==> config.mk <==
export PLATFORM = sky130hd
export DESIGN_NAME = muldiv_unit_flat
export DESIGN_NICKNAME = d
export VERILOG_FILES = /design/src/rtl/muldiv_pkg.sv /design/src/rtl/muldiv_unit_if.sv /design/src/rtl/muldiv_unit.sv /design/src/flat_wrapper.sv
export SDC_FILE = /design/constraint.sdc
export NUM_CORES = 1
export LEC_CHECK = 0
export CAP_MARGIN = 0
export CORE_MARGIN = 5
export CORE_UTILIZATION = 59
export CTS_BUF_LIST = sky130_fd_sc_hd__clkbuf_4
export CTS_CLUSTER_SIZE = 24
export DETAILED_ROUTE_END_ITERATION = 8
export GPL_ROUTABILITY_DRIVEN = 0
export PLACE_DENSITY = 0.86
export SLEW_MARGIN = 20
export SYNTH_ARGS = -nofsm -noshare
export SYNTH_HDL_FRONTEND = slang
export SYNTH_SLANG_ARGS = --single-unit
==> constraint.sdc <==
create_clock -name clk -period 6.54 [get_ports clk]
set_input_delay 0.654 -clock clk [delete_from_list [all_inputs] [get_ports clk]]
set_output_delay 0.654 -clock clk [all_outputs]
set_load 0.05 [all_outputs]
==> src/rtl/muldiv_pkg.sv <==
// muldiv_pkg: shared definitions for the iterative multiply/divide unit.
//   op_e    : operation encodings driven on op (MULT/MULTU/DIV/DIVU)
//   state_e : sequencer states
//   CNT_W   : step counter width; LAST_STEP is the final CALC step index
package muldiv_pkg;

    typedef enum logic [1:0] {
        OP_MULT  = 2'b00,
        OP_MULTU = 2'b01,
        OP_DIV   = 2'b10,
        OP_DIVU  = 2'b11
    } op_e;

    typedef enum logic [1:0] {
        IDLE = 2'b00,
        CALC = 2'b01,
        FIX  = 2'b10
    } state_e;

    localparam int unsigned       CNT_W     = 5;
    localparam logic [CNT_W-1:0]  LAST_STEP = CNT_W'(31);

endpackage

==> src/rtl/muldiv_unit_if.sv <==
// muldiv_unit_if: request/result bundle between pipeline control and muldiv_unit.
//   master (control/datapath side): drives start, op, a, b, hi_we, lo_we, wd;
//                                   observes busy, done, hi, lo
//   slave  (muldiv_unit)          : the reverse
interface muldiv_unit_if #(
    parameter int unsigned WIDTH = 32
);
    logic             start;
    logic [1:0]       op;
    logic [WIDTH-1:0] a;
    logic [WIDTH-1:0] b;
    logic             hi_we;
    logic             lo_we;
    logic [WIDTH-1:0] wd;
    logic             busy;
    logic             done;
    logic [WIDTH-1:0] hi;
    logic [WIDTH-1:0] lo;

    modport master (
        output start, op, a, b, hi_we, lo_we, wd,
        input  busy, done, hi, lo
    );

    modport slave (
        input  start, op, a, b, hi_we, lo_we, wd,
        output busy, done, hi, lo
    );
endinterface

==> src/rtl/muldiv_unit.sv <==
// muldiv_unit: iterative radix-2 multiply/divide unit with HI/LO registers.
//   clk, rst : clock (rising edge), asynchronous active-high reset
//   bus      : muldiv_unit_if.slave
//     start/op/a/b : launch MULT/MULTU/DIV/DIVU (sampled only when idle)
//     hi_we/lo_we/wd : MTHI/MTLO writes (honoured only when idle and no start)
//     busy/done    : operation in progress / one-cycle result-ready pulse
//     hi/lo        : architectural HI/LO registers
// Latency: start sampled at E0, 32 CALC steps at E1..E32, signs applied and
// HI/LO written at E33. All outputs come straight from flops.
module muldiv_unit
    import muldiv_pkg::*;
#(
    parameter int unsigned WIDTH = 32
) (
    input  logic          clk,
    input  logic          rst,
    muldiv_unit_if.slave  bus
);

    state_e             state_q, state_d;
    logic [CNT_W-1:0]   cnt_q, cnt_d;
    logic               is_div_q, is_div_d;
    logic               is_signed_q, is_signed_d;
    logic               neg_q, neg_d;       // operand signs differ
    logic               sa_q, sa_d;         // sign of dividend
    logic               bzero_q, bzero_d;
    logic [WIDTH-1:0]   opnd_q, opnd_d;     // multiplicand or divisor magnitude
    logic [2*WIDTH-1:0] acc_q, acc_d;       // {upper, lower} working register
    logic [WIDTH-1:0]   hi_q, hi_d;
    logic [WIDTH-1:0]   lo_q, lo_d;
    logic               done_q, done_d;

    // Operand conditioning at launch
    logic               a_neg, b_neg;
    logic [WIDTH-1:0]   mag_a, mag_b;

    assign a_neg = ~bus.op[0] & bus.a[WIDTH-1];
    assign b_neg = ~bus.op[0] & bus.b[WIDTH-1];
    assign mag_a = a_neg ? -bus.a : bus.a;
    assign mag_b = b_neg ? -bus.b : bus.b;

    // Shared adder: multiply adds the multiplicand to the upper half when the
    // multiplier LSB is set; divide subtracts the divisor from the upper half
    // shifted left by one (33-bit partial remainder), sign bit = borrow.
    logic [WIDTH+1:0]   add_a, add_b, sum;
    logic               add_cin;

    always_comb begin
        if (is_div_q) begin
            add_a   = {1'b0, acc_q[2*WIDTH-1:WIDTH-1]};
            add_b   = ~{2'b00, opnd_q};
            add_cin = 1'b1;
        end else begin
            add_a   = {2'b00, acc_q[2*WIDTH-1:WIDTH]};
            add_b   = acc_q[0] ? {2'b00, opnd_q} : '0;
            add_cin = 1'b0;
        end
        sum = add_a + add_b + {{(WIDTH+1){1'b0}}, add_cin};
    end

    // Sign fix-up of the finished magnitudes
    logic [2*WIDTH-1:0] prod;
    logic [WIDTH-1:0]   quo, rem;

    always_comb begin
        prod = (is_signed_q && neg_q) ? -acc_q : acc_q;
        quo  = (is_signed_q && neg_q) ? -acc_q[WIDTH-1:0] : acc_q[WIDTH-1:0];
        rem  = (is_signed_q && sa_q) ? -acc_q[2*WIDTH-1:WIDTH] : acc_q[2*WIDTH-1:WIDTH];
        if (bzero_q) begin
            quo = '1;
        end
    end

    always_comb begin
        state_d     = state_q;
        cnt_d       = cnt_q;
        is_div_d    = is_div_q;
        is_signed_d = is_signed_q;
        neg_d       = neg_q;
        sa_d        = sa_q;
        bzero_d     = bzero_q;
        opnd_d      = opnd_q;
        acc_d       = acc_q;
        hi_d        = hi_q;
        lo_d        = lo_q;
        done_d      = 1'b0;

        case (state_q)
            IDLE: begin
                if (bus.start) begin
                    state_d     = CALC;
                    cnt_d       = '0;
                    is_div_d    = bus.op[1];
                    is_signed_d = ~bus.op[0];
                    sa_d        = a_neg;
                    neg_d       = a_neg ^ b_neg;
                    bzero_d     = (bus.b == '0);
                    opnd_d      = mag_b;
                    // Multiplier and dividend both start in the lower half
                    acc_d       = {{WIDTH{1'b0}}, mag_a};
                end else begin
                    if (bus.hi_we) hi_d = bus.wd;
                    if (bus.lo_we) lo_d = bus.wd;
                end
            end
            CALC: begin
                if (is_div_q) begin
                    if (!sum[WIDTH+1]) begin
                        acc_d = {sum[WIDTH-1:0], acc_q[WIDTH-2:0], 1'b1};
                    end else begin
                        acc_d = {acc_q[2*WIDTH-2:0], 1'b0};
                    end
                end else begin
                    acc_d = {sum[WIDTH:0], acc_q[WIDTH-1:1]};
                end
                cnt_d = cnt_q + 1'b1;
                if (cnt_q == LAST_STEP) begin
                    state_d = FIX;
                end
            end
            FIX: begin
                if (is_div_q) begin
                    hi_d = rem;
                    lo_d = quo;
                end else begin
                    hi_d = prod[2*WIDTH-1:WIDTH];
                    lo_d = prod[WIDTH-1:0];
                end
                done_d  = 1'b1;
                state_d = IDLE;
            end
            default: state_d = IDLE;
        endcase
    end

    always_ff @(posedge clk or posedge rst) begin
        if (rst) begin
            state_q     <= IDLE;
            cnt_q       <= '0;
            is_div_q    <= 1'b0;
            is_signed_q <= 1'b0;
            neg_q       <= 1'b0;
            sa_q        <= 1'b0;
            bzero_q     <= 1'b0;
            opnd_q      <= '0;
            acc_q       <= '0;
            hi_q        <= '0;
            lo_q        <= '0;
            done_q      <= 1'b0;
        end else begin
            state_q     <= state_d;
            cnt_q       <= cnt_d;
            is_div_q    <= is_div_d;
            is_signed_q <= is_signed_d;
            neg_q       <= neg_d;
            sa_q        <= sa_d;
            bzero_q     <= bzero_d;
            opnd_q      <= opnd_d;
            acc_q       <= acc_d;
            hi_q        <= hi_d;
            lo_q        <= lo_d;
            done_q      <= done_d;
        end
    end

    assign bus.busy = (state_q != IDLE);
    assign bus.done = done_q;
    assign bus.hi   = hi_q;
    assign bus.lo   = lo_q;

endmodule
==> src/flat_wrapper.sv <==
// flat-port wrapper written by rule: the top's interface ports become plain ports
module muldiv_unit_flat import muldiv_pkg::*;
#(
    parameter int unsigned WIDTH = 32
)
  (clk, rst, bus_start, bus_op, bus_a, bus_b, bus_hi_we, bus_lo_we, bus_wd, bus_busy, bus_done, bus_hi, bus_lo);
  muldiv_unit_if #(.WIDTH(WIDTH)) bus_i ();
  input  logic clk;
  input  logic rst;
  input wire logic [$bits(bus_i.start)-1:0] bus_start;
  input wire logic [$bits(bus_i.op)-1:0] bus_op;
  input wire logic [$bits(bus_i.a)-1:0] bus_a;
  input wire logic [$bits(bus_i.b)-1:0] bus_b;
  input wire logic [$bits(bus_i.hi_we)-1:0] bus_hi_we;
  input wire logic [$bits(bus_i.lo_we)-1:0] bus_lo_we;
  input wire logic [$bits(bus_i.wd)-1:0] bus_wd;
  output wire logic [$bits(bus_i.busy)-1:0] bus_busy;
  output wire logic [$bits(bus_i.done)-1:0] bus_done;
  output wire logic [$bits(bus_i.hi)-1:0] bus_hi;
  output wire logic [$bits(bus_i.lo)-1:0] bus_lo;
  assign bus_i.start = bus_start;
  assign bus_i.op = bus_op;
  assign bus_i.a = bus_a;
  assign bus_i.b = bus_b;
  assign bus_i.hi_we = bus_hi_we;
  assign bus_i.lo_we = bus_lo_we;
  assign bus_i.wd = bus_wd;
  assign bus_busy = bus_i.busy;
  assign bus_done = bus_i.done;
  assign bus_hi = bus_i.hi;
  assign bus_lo = bus_i.lo;
  muldiv_unit #(.WIDTH(WIDTH)) u_core (.clk(clk), .rst(rst), .bus(bus_i));
endmodule
==> impl_metrics.json, run 1 <==
{
  "grt-busiest-layer": "met2",
  "yosys-top-cells-area": "dfrtp_1 32%, o21ai_0 8.0%, nand2_1 6.6%, xor2_1 4.7%, xnor2_1 4.5%",
  "ant_nets": 0,
  "r2r_start": "u_core.is_div_q$_DFFE_PP0P_",
  "synthFlopType": "dfrtp_1",
  "max-cap-violations": 0,
  "final.setup.tns_ns": 0,
  "cts.root.buffer_cell": "clkbuf_4",
  "rr_worst_depth": 11,
  "slew-limit-headroom_pct": 26.1,
  "initial_utilization_pct": 59.8,
  "clk_path_buf_depth": 2,
  "cts_tree": "done",
  "dr.pass1.iters": 6,
  "wl_per_cell_um": 19.2,
  "die_h_um": 161,
  "synth.avg_cell_area_um2": 8.06,
  "skew_ns": 0.0224,
  "drc": 0,
  "num_vias": 13202,
  "min_period_ns": 4.86,
  "tightest_slew_ns": 1.10,
  "worst_skew_pair.late_latency_ns": 0.59,
  "crit_type": "reg -> reg",
  "crit_chain": "buf_4, mux2_2, ha_1, a21oi_1, o21ai_0, a41o_1, o31ai_1, and3_1, nand2_1, o22ai_1, o21ai_0",
  "core.rowCount": 55,
  "met2_usage_pct": 45.0,
  "yosysTopAreaCellShare_pct": 32.1,
  "port_buffers": 168,
  "async_reset_ff_share_pct": 100,
  "cpMostUsedCell": "o21ai_0",
  "cp-end-kind": "register",
  "critPathLaunchType": "register",
  "syn2layout_area_growth_pct": 14.9,
  "final-seq-area_um2": 4330,
  "synth_warnings": 0,
  "routed_wl_um": 39500,
  "synth-seq-cells": 173,
  "required_ns": 7.02,
  "crit_path_start": "u_core.is_div_q$_DFFE_PP0P_",
  "coreArea_um2": 22600,
  "critPathMaxFanout": 91,
  "clock-sinks": 173,
  "grtUsageMet3_pct": 5.77,
  "syn-num-nets": 1818,
  "ios": 169,
  "drv_slew": 0,
  "setup_viol": 0,
  "grt_use_met1_pct": 42.5,
  "finalHoldViolCount": 0,
  "crit_arrival_ns": 5.34,
  "fillers": 1833,
  "netlist_top_cells_count": "236 x nand2_1, 215 x o21ai_0, 173 x dfrtp_1",
  "synth.most_common_cell": "nand2_1",
  "reg2reg_slack_ns": 1.68,
  "synthCells": 1675,
  "fin_nets": 1899,
  "fp.dieArea_um2": 26000,
  "rr_endpoint": "u_core.acc_q[50]$_DFFE_PP0P_",
  "postCtsHoldBufs": 0,
  "syn_area_um2": 13500,
  "rsz0062_at_grt": "no",
  "crit_end": "u_core.acc_q[50]$_DFFE_PP0P_",
  "cts_buffers": 17,
  "dp_hpwl_um": 29600,
  "fmax_mhz": 206,
  "ys_seq_area_share_pct": 32.1,
  "grt_antenna_before_repair": 1,
  "overflow": 0,
  "viasPerCell": 6.43,
  "dieWidth_um": 161,
  "grt_max_degree": 98,
  "fin_crit_sh_pct": 74.3,
  "grt_pass1_wl_um": 63300,
  "post-cts-setup-buffer-count": 0,
  "multi_input_area_um2": 8630,
  "synth_edf_count": 0,
  "drive_above_1_share_pct": 6.00,
  "critical-path-max-stage-delay_ns": 0.86,
  "status": "complete, no violations",
  "synth_top_area_cell": "dfrtp_1",
  "ys_types": 69,
  "cts_htree_levels": 4,
  "first_global_vias": 12047,
  "ctsResizeCount": 0,
  "crit_slowest_cell": "dfrtp_4",
  "clkSlewWorstSetupHoldPaths_ns": 0.15,
  "drt_iter0_markers": 1496,
  "hp-class": "in -> async",
  "grt_usage_pct": 29.5
}
-- flip-flops by register name (all words and copies together) (netlist names) --
register and count:
u_core.is_div_q 1, u_core.state_q 2, u_core.is_signed_q 1, u_core.bus.hi 32
u_core.acc_q 64, u_core.bus.lo 32, u_core.bzero_q 1, u_core.cnt_q 5
u_core.sa_q 1, u_core.bus.done 1, u_core.opnd_q 32, u_core.neg_q 1
-- worst max-delay path: cells and delay by family (launching register included) --
| family | cells | cell delay (ns) |
|---|---|---|
| AOI/OAI and AO/OA | 6 | 1.30 |
| buffers and inverters | 1 | 0.81 |
| DFF | 1 | 0.86 |
| adders and majority gates | 1 | 0.37 |
| muxes | 1 | 0.42 |
| and+or+nand+nor | 2 | 0.93 |
-- final cells by class --
type / count / share of cell area [%]
Antenna cell: 1 / 0.0161
Clock buffer: 19 / 0.920
Clock inverter: 12 / 1.04
Inverter: 26 / 0.661
Multi-Input combinational cell: 1357 / 55.7
Sequential cell: 173 / 27.9
Tap cell: 285 / 2.30
Timing Repair Buffer: 181 / 11.5
-- metrics by stage --
stage                     worst slack, ns  hold WS [ns]  utilization [%]  area (um2)  instances
after floorplan                      1.20         0.444                -       13500       1675
after global placement               1.97         0.461             67.3       15200       2022
after detailed placement             1.87         0.473             67.3       15200       2022
after CTS                            1.83         0.505             68.7       15500       2053
after global routing                 1.44         0.536             68.7       15500       2054
final                                1.68         0.498             68.7       15500       2054
-- worst min-delay path by stage --
stage | end | slack (ns) | start | cells after the start
2_1_floorplan | u_core.bzero_q$_DFFE_PP0P_ | 0.44 | u_core.bzero_q$_DFFE_PP0P_ | 2
3_3_place_gp | u_core.bus.lo[19]$_DFFE_PP0P_ | 0.46 | u_core.bus.lo[19]$_DFFE_PP0P_ | 2
3_5_place_dp | u_core.bus.lo[16]$_DFFE_PP0P_ | 0.47 | u_core.bus.lo[16]$_DFFE_PP0P_ | 2
4_1_cts | u_core.bus.lo[22]$_DFFE_PP0P_ | 0.50 | u_core.bus.lo[22]$_DFFE_PP0P_ | 2
5_1_grt | u_core.bus.lo[16]$_DFFE_PP0P_ | 0.54 | u_core.bus.lo[16]$_DFFE_PP0P_ | 2
6_report | u_core.bus.lo[7]$_DFFE_PP0P_ | 0.50 | rst | 2
-- cells in the final DEF, fill, tap and decap left out, types with 22 or more instances in the layout --
master and count:
o211ai_1 26, a31oi_1 22, mux2_2 26, inv_1 24, nand2_1 235, mux2i_1 48
a21oi_1 113, dfrtp_1 172, a211oi_1 31, clkdlybuf4s50_1 168, nand3_1 24, nor2_1 93
ha_1 38, o21ai_0 215, xor2_1 73, nor3_1 42, nor2b_1 23, o22ai_1 32
xnor2_1 70
-- kinds of logic after synthesis --
kind of cell	synth area share (%)
AND/OR/NAND/NOR	18.8
flip-flops	32.1
multiplexers	5.73
adder cells (fa/ha/maj)	3.82
XOR/XNOR	9.28
AO/OA/AOI/OAI	26.1
buffers and inverters	4.23
-- metal layers --
| layer | routed length (um) | up-vias |
|---|---|---|
| met2 | 17000 | 745 |
| met1 | 17100 | 6150 |
| li1 | - | 6229 |
| met5 | 0 | - |
| met4 | 1220 | 0 |
| met3 | 4170 | 78 |
Power of run 1 is left out: the tool's default activity adds up to more than one toggle a clock period on the data nets, which glitch-free logic cannot reach.
==> run 2, diff against run 1 <==
Clock period 6.54 ns to 4.8 ns, I/O delays scaled along.
==> impl_metrics.json, run 2 (synthesis gave the netlist of run 1 again) <==
{
  "worst_skew_pair.late_latency_ns": 0.62,
  "grt-busiest-layer": "met2",
  "ios": 169,
  "crit_type": "reg -> reg",
  "crit_path_start": "u_core.is_div_q$_DFFE_PP0P_",
  "postCtsHoldBufs": 0,
  "post-cts-setup-buffer-count": 0,
  "dr.pass1.iters": 6,
  "overflow": 0,
  "fp.dieArea_um2": 26000,
  "final_common_cell": "nand2_1",
  "rr_endpoint": "u_core.acc_q[63]$_DFFE_PP0P_",
  "rsz0062_at_grt": "no",
  "cts_htree_levels": 4,
  "dp_hpwl_um": 30100,
  "final.setup.tns_ns": 0,
  "largest_register": "u_core.acc_q",
  "fin_ws_ns": 0.893,
  "cts.root.buffer_cell": "clkbuf_4",
  "viasPerCell": 6.47,
  "dp_slack_ns": 1.00,
  "coreArea_um2": 22600,
  "drc": 0,
  "hold_slack_ns": 0.333,
  "syn2layout_area_growth_pct": 15.1,
  "max-cap-violations": 0,
  "die_h_um": 161,
  "drt_iter0_markers": 1301,
  "cp-end-kind": "register",
  "finalHoldViolCount": 0,
  "grtUsageMet3_pct": 5.66,
  "required_ns": 5.30,
  "slew-limit-headroom_pct": 28.6,
  "grt_usage_pct": 30.0,
  "critPathLaunchType": "register",
  "cts_buffers": 17,
  "clock-sinks": 173,
  "core.rowCount": 55,
  "clk_path_buf_depth": 2,
  "dieWidth_um": 161,
  "first_global_vias": 12175,
  "final_cell_mix": "235 x nand2_1, 215 x o21ai_0, 172 x dfrtp_1, 168 x clkdlybuf4s50_1, 113 x a21oi_1",
  "skew_ns": 0.0286,
  "grt_use_met1_pct": 43.4,
  "hp-class": "in -> async",
  "tightest_slew_ns": 1.07,
  "ctsResizeCount": 0,
  "final_cell_area_um2": 15500,
  "fin_nets": 1905,
  "wl_per_cell_um": 19.3,
  "fillers": 1815,
  "grt_pass1_wl_um": 64200,
  "port_buffers": 168,
  "grt_antenna_before_repair": 1,
  "crit_end": "u_core.acc_q[63]$_DFFE_PP0P_",
  "largest_reg_flops": 64,
  "ant_nets": 0,
  "num_vias": 13335,
  "fmax_mhz": 256,
  "postPlaceCellArea_um2": 15300,
  "r2r_start": "u_core.is_div_q$_DFFE_PP0P_",
  "drv_slew": 0,
  "met2_usage_pct": 44.7,
  "rr_worst_depth": 14,
  "clkSlewWorstSetupHoldPaths_ns": 0.17,
  "reg2reg_slack_ns": 0.89,
  "status": "complete, no violations",
  "critPathMaxFanout": 91,
  "drive_above_1_share_pct": 6.37,
  "initial_utilization_pct": 59.8,
  "grt_max_degree": 102,
  "cts_tree": "done",
  "routed_wl_um": 39700,
  "fin_crit_sh_pct": 81.4,
  "crit_arrival_ns": 4.41,
  "setup_viol": 0,
  "min_period_ns": 3.91
}
==> run 2: metal layers <==
layer  part of all wire (%)  up-vias  wire (um)
met5                      0        -          0
li1                       -     6242          -
met4                    3.9        0       1550
met3                     10      104       4130
met2                     43      762      17000
met1                     43     6227      17000
==> run 2: final cells by class <==
class	instances	area, um2	area share [%]
Inverter	26	101	0.653
Antenna cell	1	2.50	0.0161
Sequential cell	173	4330	27.9
Multi-Input combinational cell	1357	8630	55.6
Clock inverter	12	110	0.709
Tap cell	285	357	2.30
Clock buffer	20	150	0.967
Timing Repair Buffer	187	1850	11.9
==> run 2: stage by stage <==
| step | std cells | util, % |
|---|---|---|
| after floorplan | 1675 | - |
| after global routing | 2061 | 68.8 |
| after detailed placement | 2028 | 67.6 |
| after global placement | 2028 | 67.6 |
| after CTS | 2060 | 68.8 |
| final | 2061 | 68.8 |
==> run 2: critical path: stages, from the launching register on <==
cell      delay, ns
dfrtp_4        0.54
buf_12         0.22
nand2_1        0.09
a21boi_0       0.34
fa_1           0.27
inv_1          0.06
fa_1           0.41
a211oi_1       0.37
o211a_1        0.23
o21bai_1       0.08
o21ai_0        0.41
o21ai_0        0.28
o31a_1         0.30
o21ai_0        0.07
o21ai_0        0.10
==> run 2: worst min-delay path by stage <==
stage,to,slack (ns),startpoint
6_report,u_core.bus.lo[3]$_DFFE_PP0P_,0.33,rst
5_1_grt,u_core.bus.lo[3]$_DFFE_PP0P_,0.40,rst
4_1_cts,u_core.bus.lo[3]$_DFFE_PP0P_,0.34,rst
3_5_place_dp,u_core.bus.lo[16]$_DFFE_PP0P_,0.47,u_core.bus.lo[16]$_DFFE_PP0P_
3_3_place_gp,u_core.bus.lo[22]$_DFFE_PP0P_,0.46,u_core.bus.lo[22]$_DFFE_PP0P_
2_1_floorplan,u_core.bzero_q$_DFFE_PP0P_,0.44,u_core.bzero_q$_DFFE_PP0P_
Power of run 2 is left out for the same reason.
==> run 3, diff against run 2 <==
Clock period 4.8 ns to 4 ns, I/O delays scaled along.
==> impl_metrics.json, run 3 (synthesis gave the netlist of run 1 again) <==
{
  "initial_utilization_pct": 59.8,
  "postCtsHoldBufs": 0,
  "reg2reg_slack_ns": 0.23,
  "coreArea_um2": 22600,
  "routed_wl_um": 39600,
  "drv_slew": 0,
  "fin_cells": 2064,
  "tightest_slew_ns": 0.941,
  "final_cell_mix": "235 x nand2_1, 215 x o21ai_0, 172 x dfrtp_1, 168 x clkdlybuf4s50_1, 113 x a21oi_1",
  "crit_arrival_ns": 4.30,
  "multi_input_area_um2": 8640,
  "largest_register": "u_core.acc_q",
  "drive_above_1_share_pct": 6.64,
  "rsz0062_at_grt": "no",
  "drc": 0,
  "first_global_vias": 12402,
  "fmax_mhz": 265,
  "critPathLaunchType": "register",
  "dieWidth_um": 161,
  "status": "complete, no violations",
  "post-cts-setup-buffer-count": 0,
  "num_vias": 13258,
  "viasPerCell": 6.42,
  "fin_crit_sh_pct": 94.2,
  "critPathMaxFanout": 100,
  "worst_skew_pair.late_latency_ns": 0.62,
  "crit_type": "reg -> reg",
  "grt_use_met1_pct": 42.7,
  "utilization_pct": 69.3,
  "cts_htree_levels": 4,
  "dr.pass1.iters": 8,
  "finalHoldViolCount": 0,
  "rr_endpoint": "u_core.acc_q[61]$_DFFE_PP0P_",
  "syn2layout_area_growth_pct": 15.9,
  "met2_usage_pct": 45.7,
  "clkSlewWorstSetupHoldPaths_ns": 0.18,
  "final-seq-area_um2": 4330,
  "overflow": 0,
  "cts.root.buffer_cell": "clkbuf_4",
  "largest_reg_flops": 64,
  "ant_nets": 0,
  "clock-sinks": 173,
  "final_common_cell": "nand2_1",
  "rr_worst_depth": 11,
  "required_ns": 4.54,
  "final.setup.tns_ns": 0,
  "setup_viol": 0,
  "cp-end-kind": "register",
  "max-cap-violations": 0,
  "skew_ns": 0.0296,
  "placed_cells": 2031,
  "min_period_ns": 3.77,
  "grt_pass1_wl_um": 63800,
  "core.rowCount": 55,
  "dp_hpwl_um": 30000,
  "drt_iter0_markers": 1509,
  "fin_ws_ns": 0.233,
  "clk_path_buf_depth": 2,
  "hp-class": "in -> async",
  "slew-limit-headroom_pct": 37.2,
  "grt-busiest-layer": "met2",
  "dp_slack_ns": 0.285,
  "fillers": 1768,
  "cts_tree": "done",
  "grt_usage_pct": 29.8,
  "grt_antenna_before_repair": 1,
  "grt_max_degree": 101,
  "fin_nets": 1908,
  "port_buffers": 168,
  "cts_buffers": 17,
  "die_h_um": 161,
  "fp.dieArea_um2": 26000,
  "wl_per_cell_um": 19.2,
  "grtUsageMet3_pct": 5.31,
  "r2r_start": "u_core.is_div_q$_DFFE_PP0P_",
  "ios": 169
}
-- run 3: cell types whose count changed in the layout (fill, tap and decap cells not counted), moves of 2 or more --
cell,before,now
clkbuf_4,20,17
clkinv_8,1,5
clkinv_4,4,1
buf_4,17,19
-- run 3: layer usage --
layer  part of all wire, %  vias to the layer above  routed length, um
met1                    42                     6148              16700
li1                      -                     6252                  -
met5                     0                        -                  0
met2                    43                      768              17200
met3                    11                       90               4380
met4                   3.4                        0               1350
-- run 3: per-stage QoR --
step / hold slack, ns / area [um2]
final: 0.0254 / 15600
after global routing: 0.0221 / 15600
after CTS: 0.0199 / 15600
after detailed placement: 0.475 / 15300
after global placement: 0.460 / 15300
after floorplan: 0.444 / 13500
-- run 3: layout make-up --
cell class,instances,area share [%]
timing repair buffer,190,12.0
clock buffer,17,0.816
clock inverter,15,1.25
inverter,26,0.672
antenna,1,0.0160
tap,285,2.28
multi-input combinational,1357,55.2
sequential,173,27.7
-- run 3: worst max-delay path by stage --
stage	start	endpoint	cells past startpoint
6_report	u_core.is_div_q$_DFFE_PP0P_	u_core.acc_q[61]$_DFFE_PP0P_	11
5_1_grt	u_core.is_div_q$_DFFE_PP0P_	u_core.acc_q[58]$_DFFE_PP0P_	14
4_1_cts	u_core.acc_q[0]$_DFFE_PP0P_	u_core.acc_q[57]$_DFFE_PP0P_	16
3_5_place_dp	u_core.acc_q[0]$_DFFE_PP0P_	u_core.acc_q[57]$_DFFE_PP0P_	16
3_3_place_gp	u_core.is_div_q$_DFFE_PP0P_	u_core.acc_q[57]$_DFFE_PP0P_	15
2_1_floorplan	u_core.is_div_q$_DFFE_PP0P_	u_core.acc_q[49]$_DFFE_PP0P_	15
-- run 3: what timing repair did --
| action | CTS | global route |
|---|---|---|
| resized for setup | 0 | 3 |
| endpoints found under the setup margin | 0 | 3 |
| endpoints found under the hold margin | 0 | 0 |
-- run 3: critical path, stage by stage (launching register included) --
cell and delay, ns:
dfrtp_4 0.52, buf_12 0.38, mux2_2 0.40, ha_1 0.38, a21oi_1 0.21, nand2_1 0.11, o211ai_1 0.34, a21oi_1 0.22
o311a_1 0.35, o21a_1 0.22, o311a_1 0.33, o31ai_1 0.18
Power of run 3 is left out for the same reason.
